`src/rtl/pwm_ramp_sequencer_if.sv`:
```
// rtl/pwm_ramp_sequencer_if.sv - control/config and PWM-drive bundle of the ramp sequencer
interface pwm_ramp_sequencer_if #(
    parameter int W       = 16,
    parameter int DWELL_W = 8
);
    logic               start;
    logic               abort;
    logic [W-1:0]       period_in;
    logic [W-1:0]       dc_target;
    logic [W-1:0]       dc_step;
    logic [DWELL_W-1:0] dwell;
    logic [W-1:0]       counter;
    logic [W-1:0]       period_reg;
    logic [W-1:0]       DC_reg;
    logic               pwm_en;
    logic               busy;
    logic               done;

    modport master (
        output start, abort, period_in, dc_target, dc_step, dwell, counter,
        input  period_reg, DC_reg, pwm_en, busy, done
    );

    modport slave (
        input  start, abort, period_in, dc_target, dc_step, dwell, counter,
        output period_reg, DC_reg, pwm_en, busy, done
    );
endinterface

```
`src/rtl/pwm_ramp_sequencer.sv`:
```
// rtl/pwm_ramp_sequencer.sv - soft-start duty-cycle ramp, updates only at PWM period boundaries
module pwm_ramp_sequencer #(
    parameter int W       = 16,
    parameter int DWELL_W = 8
) (
    input  logic                 chosen_clk,
    input  logic                 rst,
    pwm_ramp_sequencer_if.slave  bus
);
    typedef enum logic [1:0] {S_IDLE, S_RAMP, S_HOLD} state_t;

    state_t             r_state, w_state_nxt;
    logic [W-1:0]       r_counter_q;
    logic [W-1:0]       r_period_reg, w_period_nxt;
    logic [W-1:0]       r_dc_reg, w_dc_nxt;
    logic               r_pwm_en, w_pwm_en_nxt;
    logic               r_busy, w_busy_nxt;
    logic               r_done, w_done_nxt;
    logic [W-1:0]       r_tgt, w_tgt_nxt;
    logic [W-1:0]       r_stp, w_stp_nxt;
    logic [DWELL_W-1:0] r_dw, w_dw_nxt;
    logic [W-1:0]       r_per, w_per_nxt;
    logic               r_arm, w_arm_nxt;
    logic [DWELL_W-1:0] r_dwell_cnt, w_dwell_cnt_nxt;

    logic               w_wrap;
    logic [W-1:0]       w_new_tgt;
    logic [DWELL_W-1:0] w_new_dw;
    logic [W:0]         w_sum;
    logic [W:0]         w_diff;
    logic [W-1:0]       w_step;

    assign w_wrap    = (bus.counter == '0) && (r_counter_q != '0);
    assign w_new_tgt = (bus.dc_target < bus.period_in) ? bus.dc_target : bus.period_in;
    assign w_new_dw  = (bus.dwell == '0) ? DWELL_W'(1) : bus.dwell;
    assign w_sum     = {1'b0, r_dc_reg} + {1'b0, r_stp};
    assign w_diff    = {1'b0, r_dc_reg} - {1'b0, r_stp};

    // Saturating step toward target; a borrow out of the difference clamps to target
    always_comb begin
        w_step = r_tgt;
        if (r_stp != '0) begin
            if (r_tgt >= r_dc_reg) begin
                w_step = (w_sum > {1'b0, r_tgt}) ? r_tgt : w_sum[W-1:0];
            end else begin
                w_step = (w_diff[W] || (w_diff[W-1:0] < r_tgt)) ? r_tgt : w_diff[W-1:0];
            end
        end
    end

    always_comb begin
        w_state_nxt     = r_state;
        w_period_nxt    = r_period_reg;
        w_dc_nxt        = r_dc_reg;
        w_pwm_en_nxt    = r_pwm_en;
        w_busy_nxt      = r_busy;
        w_done_nxt      = 1'b0;
        w_tgt_nxt       = r_tgt;
        w_stp_nxt       = r_stp;
        w_dw_nxt        = r_dw;
        w_per_nxt       = r_per;
        w_arm_nxt       = r_arm;
        w_dwell_cnt_nxt = r_dwell_cnt;
        case (r_state)
            S_IDLE: begin
                w_pwm_en_nxt = 1'b0;
                if (bus.start) begin
                    w_tgt_nxt       = w_new_tgt;
                    w_stp_nxt       = bus.dc_step;
                    w_dw_nxt        = w_new_dw;
                    w_per_nxt       = bus.period_in;
                    w_period_nxt    = bus.period_in;
                    w_dc_nxt        = '0;
                    w_pwm_en_nxt    = 1'b1;
                    w_dwell_cnt_nxt = '0;
                    w_arm_nxt       = 1'b0;
                    if (w_new_tgt == '0) begin
                        w_state_nxt = S_HOLD;
                        w_busy_nxt  = 1'b0;
                        w_done_nxt  = 1'b1;
                    end else begin
                        w_state_nxt = S_RAMP;
                        w_busy_nxt  = 1'b1;
                    end
                end
            end
            S_RAMP: begin
                if (w_wrap) begin
                    // A re-start from HOLD waits one wrap to swap the period, then counts dwell
                    if (r_arm) begin
                        w_arm_nxt       = 1'b0;
                        w_period_nxt    = r_per;
                        w_dwell_cnt_nxt = '0;
                    end else if (r_dwell_cnt == (r_dw - DWELL_W'(1))) begin
                        w_dwell_cnt_nxt = '0;
                        w_dc_nxt        = w_step;
                        if (w_step == r_tgt) begin
                            w_state_nxt = S_HOLD;
                            w_busy_nxt  = 1'b0;
                            w_done_nxt  = 1'b1;
                        end
                    end else begin
                        w_dwell_cnt_nxt = r_dwell_cnt + DWELL_W'(1);
                    end
                end
            end
            S_HOLD: begin
                if (bus.start) begin
                    w_tgt_nxt       = w_new_tgt;
                    w_stp_nxt       = bus.dc_step;
                    w_dw_nxt        = w_new_dw;
                    w_per_nxt       = bus.period_in;
                    w_arm_nxt       = 1'b1;
                    w_dwell_cnt_nxt = '0;
                    w_busy_nxt      = 1'b1;
                    w_state_nxt     = S_RAMP;
                end
            end
            default: w_state_nxt = S_IDLE;
        endcase
        if (bus.abort) begin
            w_state_nxt     = S_IDLE;
            w_pwm_en_nxt    = 1'b0;
            w_dc_nxt        = '0;
            w_busy_nxt      = 1'b0;
            w_done_nxt      = 1'b0;
            w_arm_nxt       = 1'b0;
            w_dwell_cnt_nxt = '0;
        end
    end

    always_ff @(posedge chosen_clk) begin
        if (rst) begin
            r_state      <= S_IDLE;
            r_counter_q  <= '0;
            r_period_reg <= '0;
            r_dc_reg     <= '0;
            r_pwm_en     <= 1'b0;
            r_busy       <= 1'b0;
            r_done       <= 1'b0;
            r_tgt        <= '0;
            r_stp        <= '0;
            r_dw         <= '0;
            r_per        <= '0;
            r_arm        <= 1'b0;
            r_dwell_cnt  <= '0;
        end else begin
            r_state      <= w_state_nxt;
            r_counter_q  <= bus.counter;
            r_period_reg <= w_period_nxt;
            r_dc_reg     <= w_dc_nxt;
            r_pwm_en     <= w_pwm_en_nxt;
            r_busy       <= w_busy_nxt;
            r_done       <= w_done_nxt;
            r_tgt        <= w_tgt_nxt;
            r_stp        <= w_stp_nxt;
            r_dw         <= w_dw_nxt;
            r_per        <= w_per_nxt;
            r_arm        <= w_arm_nxt;
            r_dwell_cnt  <= w_dwell_cnt_nxt;
        end
    end

    assign bus.period_reg = r_period_reg;
    assign bus.DC_reg     = r_dc_reg;
    assign bus.pwm_en     = r_pwm_en;
    assign bus.busy       = r_busy;
    assign bus.done       = r_done;
endmodule

```
`src/flat_wrapper.sv`:
```
// flat-port wrapper written by rule: the top's interface ports become plain ports
module pwm_ramp_sequencer_flat 
#(
    parameter int W       = 16,
    parameter int DWELL_W = 8
)
  (chosen_clk, rst, bus_start, bus_abort, bus_period_in, bus_dc_target, bus_dc_step, bus_dwell, bus_counter, bus_period_reg, bus_DC_reg, bus_pwm_en, bus_busy, bus_done);
  pwm_ramp_sequencer_if #(.W(W), .DWELL_W(DWELL_W)) bus_i ();
  input  logic chosen_clk;
  input  logic rst;
  input wire logic [$bits(bus_i.start)-1:0] bus_start;
  input wire logic [$bits(bus_i.abort)-1:0] bus_abort;
  input wire logic [$bits(bus_i.period_in)-1:0] bus_period_in;
  input wire logic [$bits(bus_i.dc_target)-1:0] bus_dc_target;
  input wire logic [$bits(bus_i.dc_step)-1:0] bus_dc_step;
  input wire logic [$bits(bus_i.dwell)-1:0] bus_dwell;
  input wire logic [$bits(bus_i.counter)-1:0] bus_counter;
  output wire logic [$bits(bus_i.period_reg)-1:0] bus_period_reg;
  output wire logic [$bits(bus_i.DC_reg)-1:0] bus_DC_reg;
  output wire logic [$bits(bus_i.pwm_en)-1:0] bus_pwm_en;
  output wire logic [$bits(bus_i.busy)-1:0] bus_busy;
  output wire logic [$bits(bus_i.done)-1:0] bus_done;
  assign bus_i.start = bus_start;
  assign bus_i.abort = bus_abort;
  assign bus_i.period_in = bus_period_in;
  assign bus_i.dc_target = bus_dc_target;
  assign bus_i.dc_step = bus_dc_step;
  assign bus_i.dwell = bus_dwell;
  assign bus_i.counter = bus_counter;
  assign bus_period_reg = bus_i.period_reg;
  assign bus_DC_reg = bus_i.DC_reg;
  assign bus_pwm_en = bus_i.pwm_en;
  assign bus_busy = bus_i.busy;
  assign bus_done = bus_i.done;
  pwm_ramp_sequencer #(.W(W), .DWELL_W(DWELL_W)) u_core (.chosen_clk(chosen_clk), .rst(rst), .bus(bus_i));
endmodule
```
`config.mk`:
```
export PLATFORM = sky130hd
export DESIGN_NAME = pwm_ramp_sequencer_flat
export DESIGN_NICKNAME = d
export VERILOG_FILES = /design/src/rtl/pwm_ramp_sequencer_if.sv /design/src/rtl/pwm_ramp_sequencer.sv /design/src/flat_wrapper.sv
export SDC_FILE = /design/constraint.sdc
export NUM_CORES = 1
export LEC_CHECK = 0
export BUFFER_PORTS_ARGS = -buffer_cell sky130_fd_sc_hd__buf_2
export CAP_MARGIN = 20
export CORE_MARGIN = 8
export CORE_UTILIZATION = 50
export CTS_BUF_LIST = sky130_fd_sc_hd__clkbuf_16
export DETAILED_ROUTE_END_ITERATION = 16
export GPL_ROUTABILITY_DRIVEN = 0
export PLACE_DENSITY = 0.73
export SLEW_MARGIN = 20
export SYNTH_ARGS = -nofsm -noshare
export SYNTH_HDL_FRONTEND = slang
export SYNTH_SLANG_ARGS = --single-unit
```
`constraint.sdc`:
```
create_clock -name chosen_clk -period 5 [get_ports chosen_clk]
set_input_delay 0.25 -clock chosen_clk [delete_from_list [all_inputs] [get_ports chosen_clk]]
set_output_delay 0.25 -clock chosen_clk [all_outputs]
set_load 0.02 [all_outputs]
```
==> results.py <==
metrics = {
    "status": {
        "status": "finished, final reports clean",
    },
    "route": {
        "wl_per_cell_um": 19.7,
        "viasPerCell": 6.18,
        "ant_nets": 0,
        "wirelength_met1_um": 12800,
        "highest_layer": "met4",
        "vias": 9861,
        "routed_wl_um": 31400,
        "drc": 0,
        "wl_met3_um": 3050,
        "firstDrtPassIters": 6,
        "drt_iter0_drc": 851,
        "wl_met2_um": 13900,
    },
    "sta": {
        "setup_viol": 0,
        "relSlewSlack": 0.382,
        "hold_viol_final": 0,
        "worst_clock_skew_ns": 0.00929,
        "fmax_mhz": 202,
        "post-route-period-util": 0.991,
        "finalWorstPathRequiredPeriod_ns": 4.95,
        "worst_pin_slew_ns": 0.919,
        "setup_tns_ns": 0,
        "maxSlewViolCount": 0,
    },
    "logic_synthesis": {
        "ys_seq_area_frac": 0.255,
        "yosysWarnings": 0,
        "synth_area_leaders": "dfxtp_1 26%, ha_1 14%, nand2_1 5.4%",
        "synthTopCellsByCount": "134 x nand2_1, 118 x dfxtp_1, 106 x nor2_1",
        "synth_top_flop_cell": "dfxtp_1",
        "async_flop_share": 0,
        "synth_area_um2": 9250,
        "synthDistinctLibCells": 77,
        "synth_edf_count": 0,
        "synth_nets": 1384,
        "yosysTopAreaCellShare": 0.255,
        "synth.largest_area_cell": "dfxtp_1",
        "synth_area_per_cell_um2": 7.67,
        "ys_seq_elements": 118,
        "synth.most_common_cell": "nand2_1",
        "synth_cells": 1206,
    },
    "critical_path": {
        "r2r-end": "u_core.r_state[0]",
        "cp_max_fo": 4,
        "endpoint_kind": "flop",
        "critPathLaunchType": "flop",
        "crit_buf_inv": 1,
        "crit_slowest_cell": "or3b_2",
        "crit_arrival_ns": 5.25,
        "worstRegToRegCells": 20,
        "required_ns": 5.29,
        "path_class": "flop to flop",
        "cp_top_family": "simple AND/OR/NAND/NOR gates",
        "r2r_setup_slack_ns": 0.05,
        "slowest_delay_ns": 0.48,
        "crit-reg2reg-launch": "u_core.bus.DC_reg[9]",
        "cp_cell_sequence": "buf_4 > ha_1 > or3b_2 > a31oi_2 > a31oi_2 > o2111ai_1 > or3b_4 > ha_1 > nand4_1 > or4_1 > mux2i_1 > a211oi_2 > nor2_2 > nand2_1 > o32a_1 > nor2_2 > nor4_4 > and3_1 > o21ai_0 > o31ai_1",
    },
    "floorplanning": {
        "die_h_um": 152,
        "rows": 49,
        "top_level_ports": 111,
        "start_util": 0.512,
        "coreArea_um2": 18100,
        "die_w_um": 152,
        "dieArea_um2": 23100,
    },
    "power_and_ir_drop": {
        "p_per_area_nw_per_um2": 361,
        "p_leak_nw": 4.90,
        "vdd_drop_max_uv": 270,
        "power_mw": 4.08,
    },
    "job": {
        "maxCapViolCount": 0,
    },
    "layout": {
        "num_antenna_cells": 0,
        "layout-drive-gt1-share": 0.210,
        "layout.nets": 1532,
        "final_cell_area_um2": 11300,
        "fin_cells": 1596,
        "area_delta_synth_final_pct": 22.2,
    },
    "placed_design": {
        "placedInstanceArea_um2": 10400,
        "place_inst": 1551,
        "io_buffers": 110,
        "dp_hpwl_um": 23600,
    },
    "hold_path": {
        "hold_path_end": "u_core.r_counter_q[12]",
        "hp-start": "bus_counter[12]",
        "hold_depth": 2,
        "hp-class": "input pin to flop",
    },
    "grt": {
        "grt_pass1_wl_um": 48300,
        "grt_pass1_vias": 9196,
        "grt_max_degree": 74,
        "antenna_found_initial": 0,
        "grt.total_usage": 0.256,
        "grt_remaining_overflow": 0,
    },
    "cts": {
        "cts_root_buf": "clkbuf_16",
        "clk_pin_slew_ns": 0.06,
        "htreeDepth": 4,
        "clk_path_buf_depth": 2,
        "insertion_delay_ns": 0.43,
        "cts_tree": "done",
        "cts_inserted_buffers": 17,
        "cts.sinks": 118,
    },
}
-- placed cells by master, fill, tap and decap left out, types with 26 or more instances in the layout --
cell type and instances:
a21oi_1 97, mux2i_1 39, nor4_1 26, ha_1 96
o21ai_0 53, nand2_1 132, buf_4 78, a211oi_1 42
buf_2 110, inv_1 90, xnor2_1 31, nor2_1 100
dfxtp_1 113, nor2b_1 32
-- worst register-to-register path, stage by stage (launching register included) --
cell       delay, ns
dfxtp_1         0.37
buf_4           0.20
ha_1            0.24
or3b_2          0.48
a31oi_2         0.20
a31oi_2         0.08
o2111ai_1       0.18
or3b_4          0.45
ha_1            0.35
nand4_1         0.11
or4_1           0.44
mux2i_1         0.19
a211oi_2        0.07
nor2_2          0.22
nand2_1         0.10
o32a_1          0.39
nor2_2          0.17
nor4_4          0.07
and3_1          0.19
o21ai_0         0.22
o31ai_1         0.12
-- area by class of cell --
| type | instances | area [µm²] |
|---|---|---|
| clock inverters | 15 | 158 |
| clock buffers | 17 | 425 |
| multi-input cells | 933 | 6540 |
| inverters | 94 | 353 |
| flip-flops and latches | 118 | 2370 |
| well taps | 229 | 287 |
| repair buffers | 190 | 1180 |
| fillers | 1554 | 6780 |
-- kinds of logic after synthesis --
group	share of synthesized area
multiplexers	0.0434
buffers and inverters	0.0649
adder cells (fa/ha/maj)	0.140
XOR/XNOR	0.0426
AO/OA/AOI/OAI	0.243
AND/OR/NAND/NOR	0.211
flip-flops	0.255
-- stage by stage --
step	hold slack, ns	worst slack [ns]	utilization
2_1_floorplan	0.378	0.164	-
3_5_place_dp	0.447	-0.183	0.574
6_report	0.0510	0.0451	0.625
5_1_grt	0.0575	-0.196	0.625
3_3_place_gp	0.442	-0.142	0.574
4_1_cts	0.0411	0.0130	0.609
-- how the worst max path moves through the flow --
stage	slack (ns)	to	cells past startpoint	start
global route	-0.20	u_core.r_state[0]	20	u_core.bus.DC_reg[9]
floorplan	0.16	u_core.r_state[1]	24	u_core.bus.DC_reg[2]
global placement	-0.14	u_core.r_state[0]	22	u_core.r_stp[0]
CTS	0.01	u_core.r_state[0]	23	u_core.r_stp[1]
finish	0.05	u_core.r_state[0]	20	u_core.bus.DC_reg[9]
detailed placement	-0.18	u_core.r_state[0]	22	u_core.r_stp[0]
-- power breakdown --
part	leakage, nW	internal [mW]	switching, mW	total [mW]
clock	0.276	0.705	0.519	1.22
combinational	3.66	0.718	1.03	1.75
sequential	0.973	1.02	0.0872	1.11
-- layer usage --
metal  global-route usage  vias to the layer above
li1                     -                     4650
met1                0.310                     4549
met2                0.403                      539
met3               0.0726                      123
met4                0.140                        0
met5                    0                        -
-- repair_timing --
item	4_1_cts	5_1_grt
setup endpoints to repair	6	19
hold buffers	0	0
buffers inserted	1	12
hold endpoints to repair	0	0
resized for setup	6	52
pin swaps	0	22
Note: power is estimated with default switching activity, not from simulation.
